## src/rtl/mem_access_stage.sv

```systemverilog
// MEM stage of the RV32I pipeline: issues loads/stores over a req/gnt + rvalid
// data-memory handshake, stalls while a load is outstanding, and formats load data.
module mem_access_stage (
  input  logic        clk,
  input  logic        reset,
  input  logic        mem_valid,
  input  logic        mem_read,
  input  logic        mem_write,
  input  logic [2:0]  funct3,
  input  logic [31:0] addr,
  input  logic [31:0] store_data,
  input  logic        mem_flush,
  output logic        dmem_req,
  output logic        dmem_we,
  output logic [31:0] dmem_addr,
  output logic [3:0]  dmem_be,
  output logic [31:0] dmem_wdata,
  input  logic        dmem_gnt,
  input  logic        dmem_rvalid,
  input  logic [31:0] dmem_rdata,
  output logic [31:0] mem_data_out,
  output logic        load_done,
  output logic        mem_stall,
  output logic        misalign_load,
  output logic        misalign_store
);

  typedef enum logic [1:0] {
    IDLE      = 2'd0,
    WAIT_RESP = 2'd1,
    DONE      = 2'd2,
    DRAIN     = 2'd3
  } state_t;

  localparam logic [2:0] F3_B  = 3'b000;
  localparam logic [2:0] F3_H  = 3'b001;
  localparam logic [2:0] F3_BU = 3'b100;
  localparam logic [2:0] F3_HU = 3'b101;

  state_t      state_reg, state_next;
  logic [1:0]  off_reg;
  logic [2:0]  f3_reg;
  logic [31:0] data_reg;

  logic        op;
  logic        is_byte;
  logic        is_half;
  logic        is_word;
  logic        misaligned;
  logic        in_idle;
  logic        issue;
  logic        load_accept;
  logic [3:0]  store_be;
  logic [31:0] store_wdata;
  logic [31:0] fmt_data;

  // Lane select and extension of the returned word, using the offset/size
  // captured when the load was granted.
  function automatic logic [31:0] format_load(input logic [2:0]  f3,
                                              input logic [1:0]  off,
                                              input logic [31:0] rdata);
    logic [7:0]  byte_val;
    logic [15:0] half_val;
    logic [31:0] result;
    byte_val = rdata[8*off +: 8];
    half_val = rdata[16*off[1] +: 16];
    case (f3)
      F3_B:    result = {{24{byte_val[7]}}, byte_val};
      F3_BU:   result = {24'h0, byte_val};
      F3_H:    result = {{16{half_val[15]}}, half_val};
      F3_HU:   result = {16'h0, half_val};
      default: result = rdata;
    endcase
    return result;
  endfunction

  always_comb begin
    is_byte    = (funct3 == F3_B) || (funct3 == F3_BU);
    is_half    = (funct3 == F3_H) || (funct3 == F3_HU);
    is_word    = !is_byte && !is_half;
    misaligned = (is_half && addr[0]) || (is_word && (addr[1:0] != 2'b00));
    op         = mem_valid && (mem_read || mem_write) && !mem_flush;
    in_idle    = (state_reg == IDLE);
    issue      = !reset && in_idle && op && !misaligned;
    load_accept = issue && mem_read && dmem_gnt;
  end

  always_comb begin
    store_be    = 4'b1111;
    store_wdata = store_data;
    if (is_byte) begin
      store_be    = 4'b0001 << addr[1:0];
      store_wdata = {4{store_data[7:0]}};
    end else if (is_half) begin
      store_be    = addr[1] ? 4'b1100 : 4'b0011;
      store_wdata = {2{store_data[15:0]}};
    end
  end

  // Request fields come straight from the EX/MEM inputs, which upstream holds
  // stable while stalled, so they stay constant until the grant.
  always_comb begin
    dmem_req   = issue;
    dmem_we    = issue && mem_write;
    dmem_addr  = reset ? 32'h0 : {addr[31:2], 2'b00};
    dmem_be    = reset ? 4'h0 : (mem_write ? store_be : 4'b1111);
    dmem_wdata = reset ? 32'h0 : (mem_write ? store_wdata : 32'h0);
  end

  always_comb begin
    misalign_load  = !reset && in_idle && op && misaligned && mem_read;
    misalign_store = !reset && in_idle && op && misaligned && mem_write;
    load_done      = !reset && (state_reg == DONE) && !mem_flush;
    mem_stall      = !reset && ((issue && !(mem_write && dmem_gnt)) ||
                                (state_reg == WAIT_RESP));
    mem_data_out   = data_reg;
  end

  always_comb begin
    state_next = state_reg;
    case (state_reg)
      IDLE: begin
        if (load_accept) state_next = WAIT_RESP;
      end
      WAIT_RESP: begin
        if (dmem_rvalid && mem_flush) state_next = IDLE;
        else if (dmem_rvalid)         state_next = DONE;
        else if (mem_flush)           state_next = DRAIN;
      end
      DONE: begin
        state_next = IDLE;
      end
      DRAIN: begin
        if (dmem_rvalid) state_next = IDLE;
      end
      default: state_next = IDLE;
    endcase
  end

  assign fmt_data = format_load(f3_reg, off_reg, dmem_rdata);

  always_ff @(posedge clk) begin
    if (reset) begin
      state_reg <= IDLE;
      off_reg   <= 2'b00;
      f3_reg    <= 3'b000;
      data_reg  <= 32'h0;
    end else begin
      state_reg <= state_next;
      if (load_accept) begin
        off_reg <= addr[1:0];
        f3_reg  <= funct3;
      end
      if ((state_reg == WAIT_RESP) && dmem_rvalid && !mem_flush) begin
        data_reg <= fmt_data;
      end
    end
  end

endmodule

```

## config.mk

```make
export PLATFORM = sky130hd
export DESIGN_NAME = mem_access_stage
export DESIGN_NICKNAME = d
export VERILOG_FILES = /design/src/rtl/mem_access_stage.sv
export SDC_FILE = /design/constraint.sdc
export NUM_CORES = 1
export LEC_CHECK = 0
export ABC_AREA = 1
export CORE_MARGIN = 2
export CORE_UTILIZATION = 37
export CTS_BUF_LIST = sky130_fd_sc_hd__clkbuf_8
export DETAILED_ROUTE_END_ITERATION = 12
export PLACE_DENSITY = 0.86
export SLEW_MARGIN = 10
export SYNTH_ARGS = -nofsm -noshare
export SYNTH_HDL_FRONTEND = slang
export SYNTH_SLANG_ARGS = --single-unit
```

## constraint.sdc

```tcl
create_clock -name clk -period 1.7 [get_ports clk]
set_input_delay 0.34 -clock clk [delete_from_list [all_inputs] [get_ports clk]]
set_output_delay 0.34 -clock clk [all_outputs]
set_load 0.01 [all_outputs]
```

==> results.cfg, run 1 <==
[status]
outcome = complete, but fails checks
failed_checks = setup timing

[yosys]
synth.largest_area_cell = sky130_fd_sc_hd__dfxtp_1
synth.yosys.seq_area_share = 0.255
average_footprint_of_a_synthesized_cell_sq_um = 5.51
proportion_of_register_bits_with_asynchronous_set_or_reset_after_synthesis = 0
synth_top_family_by_area = simple AND/OR/NAND/NOR gates
yosys.area_share.xor_xnor = 0
yosys.cell_count.top_type = sky130_fd_sc_hd__nand2_1
complex_gate_fraction_of_the_synthesized_area = 0.193
synth-edff-count = 0
yosysWarningCount = 0
synth_top_area_share = 0.255
syn-cell-area_sq_um = 3060
synth_adder_area_share = 0
ys_ff_latch = 39
yosys_cell_types = 32
post_synth_inst_count = 556
synthesized_area_fraction_occupied_by_and_or_nand_nor_cells = 0.373
synth_mux_area_frac = 0
dominantRegCellSynth = sky130_fd_sc_hd__dfxtp_1
post_synth_main_area_contributors = sky130_fd_sc_hd__dfxtp_1 (25%), sky130_fd_sc_hd__nand2_1 (15%), sky130_fd_sc_hd__nor2_1 (14%)
synth_top_cells_by_count = sky130_fd_sc_hd__nand2_1 (119), sky130_fd_sc_hd__nor2_1 (116), sky130_fd_sc_hd__inv_1 (91)

[clock_tree]
numCtsBuffers = 5
ctsHtreeMaxLevel = 2
clock_insertion_delay_worst_skew_ns = 0.29
clkSlewWorstSetupHoldPaths_ns = 0.08
clk_root_buffer_cell = sky130_fd_sc_hd__clkbuf_8
tritoncts = done
cts_num_sinks = 39
ctsLongestPathBuffers = 2

[cells_and_area]
post-route-cell-area_sq_um = 5520
layout-drive-gt1-share = 0.157
antenna-diode-count = 0
nNetsFinal = 898
area.growth.synth_to_final_pct = 80.2
largest_register_ffs = 32

[placement]
dp_hpwl_um = 10300
place_congestion = 0.915
number_of_buffers_added_on_ports = 210
dpl-instance-area_sq_um = 5460

[timing]
highest_attainable_clock_frequency_ghz = 0.584
rsz0062_at_grt = true
clock_skew_ns = 0.00315
finalSetupViolCount = 1
fin_ws_ns = -0.0114
maxSlewViolCount = 0
hold_viol = 0
finalSetupTns_ns = -0.0114
layout_min_cycle_time_ns = 1.71
finalCritPeriodShare = 1.01

[job]
cap_violations = 0

[hold_path]
timing.hold.worst.start = mem_data_out[6]
hp-class = reg -> reg

[detailed_routing]
drt_drc_violations_left = 0
dr_wl_cell_um = 14.1
drt-pass1-iter-count = 5
detail-route-antenna-nets = 0
dr_total_vias = 4356
drt-total-wl_um = 12600
avgViaCountPerCell = 4.86
drt_iter0_markers = 299

[setup_path]
worst_ep_arrival_time_ns = 1.37
critPathLaunchType = register
worstReg2RegStart = f3_reg[1]
end_kind = output port
cp_max_fo = 3
timing.critical_path.from = state_reg[1]
worst_endpoint_required_time_ns = 1.36
criticalPathCategory = reg -> out

[pwr]
leak_pwr_nw = 2.92
power.share.sequential = 0.395
switching_power_mw = 0.715
internal-power_mw = 1.62
power.switching_fraction = 0.306
irDropWorstVdd_v = 0.000263
clkPwrFrac = 0.258
pwr-share-comb = 0.347
power.density_cell_area_nw_per_um2 = 423

[die]
die_h_um = 95.0
starting_density = 0.377
fp-row-count = 33
top_level_ports = 213
die_w_um = 95.0
dieArea_sq_um = 9020
fp.coreArea_sq_um = 8130

[global_route]
wire_length_of_the_first_global_routing_pass_um = 19800
number_of_global_route_vias_before_repair = 4188
grt_antenna_before_repair = 0
grt_overflow_total = 0
grt_usage = 0.276
grt_max_degree = 39
## timing repair
action | in CTS | in global routing
buffers inserted | 4 | 3
gates resized for setup | 172 | 32
cloned | 0 | 0
hold buffers | 0 | 0
setup endpoints to repair | 72 | 26
pin swaps | 7 | 9
## power by group through the flow
stage                     logic [mW]  registers [mW]  clock network, mW
after detailed placement       0.836           0.945                  0
final                          0.810           0.923              0.603
after global placement         0.826           0.944                  0
after floorplan                0.292           0.946                  0
after CTS                      0.793           0.923              0.608
after global routing           0.872           0.924              0.637
## layout make-up
cell class | instances | area [sq um]
fill | 743 | 2620
timing repair buffer | 256 | 2320
multi-input combinational | 390 | 1830
sequential | 39 | 782
inverter | 99 | 375
tap | 105 | 131
clock buffer | 5 | 68.8
clock inverter | 3 | 12.5
## worst max-delay path, stage by stage, from the launching register on
cell,delay [ns]
sky130_fd_sc_hd__dfxtp_2,0.34
sky130_fd_sc_hd__nor2_4,0.13
sky130_fd_sc_hd__nand2_4,0.08
sky130_fd_sc_hd__nor3_4,0.15
sky130_fd_sc_hd__buf_4,0.14
sky130_fd_sc_hd__nand2_2,0.04
sky130_fd_sc_hd__o21ai_1,0.06
sky130_fd_sc_hd__buf_2,0.14
## logic make-up (layout without fill, tap and decap cells)
group,after synthesis,in the layout
buffers and inverters,128,363
other,1,2
AO/OA/AOI/OAI,111,111
AND/OR/NAND/NOR,277,277
flip-flops,39,39
## path summary, 6_finish.rpt
check / endpoint / slack (ns) / cells after the start
worst min register to register: mem_data_out[6] / 0.48 / 2
worst max register to register: mem_data_out[21] / 0.20 / 7
worst max-delay path: mem_stall / -0.01 / 7
worst min-delay path: mem_data_out[6] / 0.48 / 2
## per-layer routing
layer	track usage	wire, um	vias up
met3	0.0471	837	26
li1	-	-	2174
met4	0.0580	242	0
met5	0	0	-
met2	0.475	6220	212
met1	0.362	5350	1944
## placed cells by master (no fill, tap or decap), drive strengths merged
master	count
o21ai	57
clkdlybuf4s15	9
a21boi	1
clkinv	2
nor3	3
a21oi	45
clkbuf	13
buf	62
nand4	4
conb	2
inv	100
clkdlybuf4s50	121
nor4	1
nand3	22
o21bai	4
a22o	2
a31oi	1
dlymetal6s2s	1
dlygate4sd2	55
dfxtp	39
nand2	121
nand3b	3
nor2	121
or2	2
o211ai	1
## through the flow
stage	setup slack (ns)	util	cells	power [mW]	hold WS, ns
global route	-0.0808	0.679	897	2.43	0.488
global placement	-0.786	0.671	883	1.77	0.455
CTS	-0.0322	0.676	895	2.32	0.476
floorplan	0.148	-	557	1.24	0.473
finish	-0.0114	0.679	897	2.34	0.476
detailed placement	-0.817	0.671	883	1.78	0.466
Power figures use the tool's default switching activity.
==> inputs of run 2 (changes only) <==
- CAP_MARGIN: unset -> 20
- CTS_BUF_LIST: sky130_fd_sc_hd__clkbuf_8 -> sky130_fd_sc_hd__clkbuf_2
- PLACE_DENSITY: 0.86 -> 0.8
==> results.cfg, run 2 (synthesis gave the netlist of run 1 again) <==
[die]
die_h_um = 95.0
starting_density = 0.377
dieArea_sq_um = 9020
top_level_ports = 213
fp.coreArea_sq_um = 8130
die_w_um = 95.0
fp-row-count = 33

[timing]
clock_skew_ns = 0.0149
finalSetupViolCount = 5
highest_attainable_clock_frequency_ghz = 0.556
finalCritPeriodShare = 1.06
maxSlewViolCount = 0
rsz0062_at_grt = true
hold_viol = 0
layout_min_cycle_time_ns = 1.80
fin_ws_ns = -0.0978

[clock_tree]
cts_hold_buffers = 0
clk_root_buffer_cell = sky130_fd_sc_hd__clkbuf_2
clkSlewWorstSetupHoldPaths_ns = 0.19
ctsHtreeMaxLevel = 2
tritoncts = done
clock_insertion_delay_worst_skew_ns = 0.40
numCtsBuffers = 5
cts_num_sinks = 39
ctsLongestPathBuffers = 2

[detailed_routing]
drt-pass1-iter-count = 5
dr_total_vias = 4310
detail-route-antenna-nets = 0
drt_drc_violations_left = 0
dr_wl_cell_um = 14.2
avgViaCountPerCell = 4.82
drt-total-wl_um = 12700
drt_iter0_markers = 159

[setup_path]
worst_endpoint_required_time_ns = 1.36
worst_ep_arrival_time_ns = 1.46
end_kind = output port
criticalPathCategory = in -> out
critPathLaunchType = primary input
cp_max_fo = 3

[cells_and_area]
nNetsFinal = 894
number_of_standard_cells_in_the_final_layout_excluding_fillers = 894
layout-drive-gt1-share = 0.180
area.growth.synth_to_final_pct = 81.2
post-route-cell-area_sq_um = 5550
layout_commonest_cell = sky130_fd_sc_hd__nand2_1
largest_register_ffs = 32
most-common-layout-cells = sky130_fd_sc_hd__nand2_1 (114), sky130_fd_sc_hd__nor2_1 (110), sky130_fd_sc_hd__clkdlybuf4s50_1 (106), sky130_fd_sc_hd__inv_1 (88), sky130_fd_sc_hd__dlygate4sd2_1 (46)
fill_cells = 738

[pwr]
leak_pwr_nw = 3.24
power.total_mw = 2.28
irDropWorstVdd_v = 0.000239
power.density_cell_area_nw_per_um2 = 411

[hold_path]
hp-class = in -> reg

[global_route]
grt_antenna_before_repair = 1
grt_usage = 0.275
number_of_global_route_vias_before_repair = 4211
grt_max_degree = 30
grt_overflow_total = 0
wire_length_of_the_first_global_routing_pass_um = 19400

[placement]
place_congestion = 0.933
dpl-instance-area_sq_um = 5430
number_of_buffers_added_on_ports = 210
dpl.cell_count = 879
dp_hpwl_um = 10100

[job]
cap_violations = 0

[status]
failed_checks = setup timing
outcome = complete, but fails checks
==> run 2: changes by cell type in the layout (fill, tap and decap cells not counted), sizes merged <==
cell           delta
clkbuf            +1
bufinv            +1
dlygate4sd2       -9
diode             +1
buf               +4
dlymetal6s2s     +19
clkdlybuf4s15     -4
clkdlybuf4s50    -15
inv               -2
clkinv            +1
==> run 2: final timing paths <==
kind                                      start          endpoint  slack [ns]  cells after the start
worst min register to register  mem_data_out[5]   mem_data_out[5]        0.49                      2
worst max register to register        f3_reg[1]  mem_data_out[20]        0.13                      7
worst max-delay path                  mem_valid         mem_stall        -0.1                      6
worst min-delay path                  funct3[0]         f3_reg[0]        0.31                      4
==> run 2: what timing repair did <==
item	4_1_cts	5_1_grt
endpoints found under the setup margin	72	46
gates resized for setup	193	67
pin swaps	13	8
setup buffers	5	1
endpoints found under the hold margin	0	0
==> run 2: worst max-delay path, cell delays in order <==
cell                              delay [ns]
sky130_fd_sc_hd__clkdlybuf4s50_1        0.52
sky130_fd_sc_hd__o21ai_4                0.11
sky130_fd_sc_hd__nor3_4                 0.18
sky130_fd_sc_hd__nand2_1                0.07
sky130_fd_sc_hd__o21ai_1                0.08
sky130_fd_sc_hd__buf_2                  0.15
==> run 2: cell type report <==
cell class / instances / area, sq um / area share
Timing Repair Buffer: 252 / 2330 / 0.419
Multi-Input combinational cell: 390 / 1850 / 0.333
Sequential cell: 39 / 802 / 0.144
Inverter: 99 / 378 / 0.0681
Tap cell: 105 / 131 / 0.0237
Clock inverter: 3 / 38.8 / 0.00699
Clock buffer: 5 / 25.0 / 0.00451
Antenna cell: 1 / 2.50 / 0.000451
==> run 2: power by group <==
part	switching, mW	internal, mW
clock network	0.314	0.242
logic	0.378	0.422
registers	0.00459	0.922
==> run 2: routing by layer <==
layer | up-vias | share of wire | global-route usage
met5 | - | 0 | 0
met4 | 0 | 0.022 | 0.0870
met3 | 19 | 0.099 | 0.0758
met2 | 215 | 0.51 | 0.512
met1 | 1915 | 0.37 | 0.300
li1 | 2161 | - | -
==> run 2: per-stage QoR <==
step / worst slack (ns) / utilization / hold slack, ns / TNS [ns]
after floorplan: 0.148 / - / 0.473 / 0
after global placement: -0.758 / 0.668 / 0.474 / -29.62
after detailed placement: -0.756 / 0.668 / 0.470 / -31.88
after CTS: -0.148 / 0.676 / 0.325 / -0.280
after global routing: -0.178 / 0.683 / 0.298 / -0.572
final: -0.0978 / 0.683 / 0.313 / -0.213
==> inputs of run 3 (changes only) <==
- CORE_MARGIN: 2 -> 4
==> results.cfg, run 3 (synthesis gave the netlist of run 1 again) <==
[status]
outcome = complete, but fails checks
failed_checks = setup timing

[die]
die_h_um = 99.0
fp.coreArea_sq_um = 7890
die_w_um = 99.0
fp-row-count = 32
starting_density = 0.388
dieArea_sq_um = 9800
top_level_ports = 213

[placement]
number_of_buffers_added_on_ports = 210
dpl-instance-area_sq_um = 5410
dp_hpwl_um = 10700
place_congestion = 0.933

[clock_tree]
cts_num_sinks = 39
ctsHtreeMaxLevel = 2
tritoncts = done
numCtsBuffers = 5
clkSlewWorstSetupHoldPaths_ns = 0.18
ctsLongestPathBuffers = 2
clock_insertion_delay_worst_skew_ns = 0.41
clk_root_buffer_cell = sky130_fd_sc_hd__clkbuf_2

[setup_path]
timing.critical_path.slowest_cell_delay_ns = 0.37
end_kind = output port
rr_endpoint = mem_data_out[16]
criticalPathCategory = reg -> out
crit_family = flip-flops
crit_path_cell_trace = nor2_4 -> nand2_4 -> nor3_4 -> buf_6 -> nand2_2 -> o21ai_1 -> buf_2
worstRegToRegCells = 7
worst_ep_arrival_time_ns = 1.47
r2r_setup_slack_ns = 0.15
critPathLaunchType = register
cp_max_fo = 3
slowest_library_cell_on_the_worst_path = sky130_fd_sc_hd__dfxtp_2
worst_endpoint_required_time_ns = 1.36
worstReg2RegStart = f3_reg[1]
worstPathBufferInverterCount = 2

[timing]
layout_min_cycle_time_ns = 1.81
rsz0062_at_grt = true
worst_hold_slack_ns = 0.402
maxSlewViolCount = 0
fin_ws_ns = -0.106
clock_skew_ns = 0.0168
finalCritPeriodShare = 1.06
hold_viol = 0
highest_attainable_clock_frequency_ghz = 0.554
finalSetupViolCount = 5

[cells_and_area]
layout-drive-gt1-share = 0.219
nNetsFinal = 902
layout_commonest_cell = sky130_fd_sc_hd__clkdlybuf4s50_1
area.growth.synth_to_final_pct = 82.7
antenna-diode-count = 0
post-route-cell-area_sq_um = 5600
most-common-layout-cells = sky130_fd_sc_hd__clkdlybuf4s50_1 (115), sky130_fd_sc_hd__nor2_1 (110), sky130_fd_sc_hd__nand2_1 (109), sky130_fd_sc_hd__inv_1 (88), sky130_fd_sc_hd__dlygate4sd2_1 (46)
largest_register_ffs = 32

[detailed_routing]
dr_total_vias = 4446
drt-total-wl_um = 13500
dr_wl_cell_um = 15.0
drt_iter0_markers = 240
detail-route-antenna-nets = 0
avgViaCountPerCell = 4.95
drt-pass1-iter-count = 5
drt_drc_violations_left = 0

[global_route]
wire_length_of_the_first_global_routing_pass_um = 20800
grt_usage = 0.260
grt_antenna_before_repair = 0
grt_max_degree = 30
number_of_global_route_vias_before_repair = 4437
grt_overflow_total = 0

[hold_path]
worst_hold_path.num_cells = 4
hp-class = in -> reg
timing.hold.worst.start = funct3[1]
destination_of_the_worst_hold_path = f3_reg[1]

[pwr]
power.density_cell_area_nw_per_um2 = 389
irDropWorstVdd_v = 0.000200
power.total_mw = 2.17
leak_pwr_nw = 3.10

[job]
cap_violations = 0
[run 3: changes by cell type in the layout (fill, tap and decap cells not counted), moves of 4 or more]
cell,change
sky130_fd_sc_hd__buf_4,+4
sky130_fd_sc_hd__buf_6,+6
sky130_fd_sc_hd__dlymetal6s2s_1,-10
sky130_fd_sc_hd__nand2_2,+5
sky130_fd_sc_hd__dfxtp_1,-11
sky130_fd_sc_hd__dfxtp_2,+11
sky130_fd_sc_hd__clkdlybuf4s50_1,+9
sky130_fd_sc_hd__nand2_1,-5
[run 3: worst max-delay path by stage]
stage / startpoint / to / slack, ns / cells past startpoint
6_report: state_reg[1] / mem_stall / -0.11 / 7
5_1_grt: state_reg[1] / mem_stall / -0.22 / 7
4_1_cts: state_reg[0] / mem_stall / -0.15 / 7
3_5_place_dp: mem_write / dmem_we / -0.85 / 6
3_3_place_gp: mem_write / dmem_we / -0.76 / 6
2_1_floorplan: mem_write / dmem_wdata[16] / 0.15 / 6
[run 3: final cells by class]
type / instances / area [sq um]
multi-input combinational: 390 / 1860
clock inverter: 1 / 5.00
timing repair buffer: 260 / 2360
sequential: 39 / 816
tap: 102 / 128
clock buffer: 7 / 35.0
fill: 701 / 2290
inverter: 99 / 383
[run 3: what timing repair did]
item / in CTS / in global routing
setup buffers: 10 / 5
hold buffers: 0 / 0
setup endpoints to repair: 72 / 58
endpoints found under the hold margin: 0 / 0
pin swaps: 11 / 7
gates resized for setup: 200 / 84
[run 3: power breakdown]
| group | leakage (nW) | internal (mW) | switching [mW] |
|---|---|---|---|
| combinational | 2.74 | 0.435 | 0.393 |
| clock | 0.0330 | 0.112 | 0.308 |
| sequential | 0.329 | 0.921 | 0.00486 |
| total | 3.10 | 1.47 | 0.706 |
[run 3: routing by layer]
layer  track usage  part of all wire
met1         0.270              0.36
met2         0.483              0.51
met3        0.0778             0.097
met4         0.104             0.035
met5             0                 0
[run 3: worst reg2reg max path: cells and delay by family (launching register included)]
family | cells | cell delay (ns)
and+or+nand+nor | 4 | 0.74
AOI/OAI and AO/OA | 1 | 0.13
buffers and inverters | 2 | 0.25
DFF | 1 | 0.39
[run 3: stage by stage]
stage / util / TNS, ns / instances / worst slack (ns)
floorplan: - / 0 / 557 / 0.148
global route: 0.709 / -0.901 / 898 / -0.217
finish: 0.709 / -0.343 / 898 / -0.106
detailed placement: 0.686 / -35.53 / 876 / -0.847
global placement: 0.686 / -33.10 / 876 / -0.763
CTS: 0.697 / -0.432 / 893 / -0.149
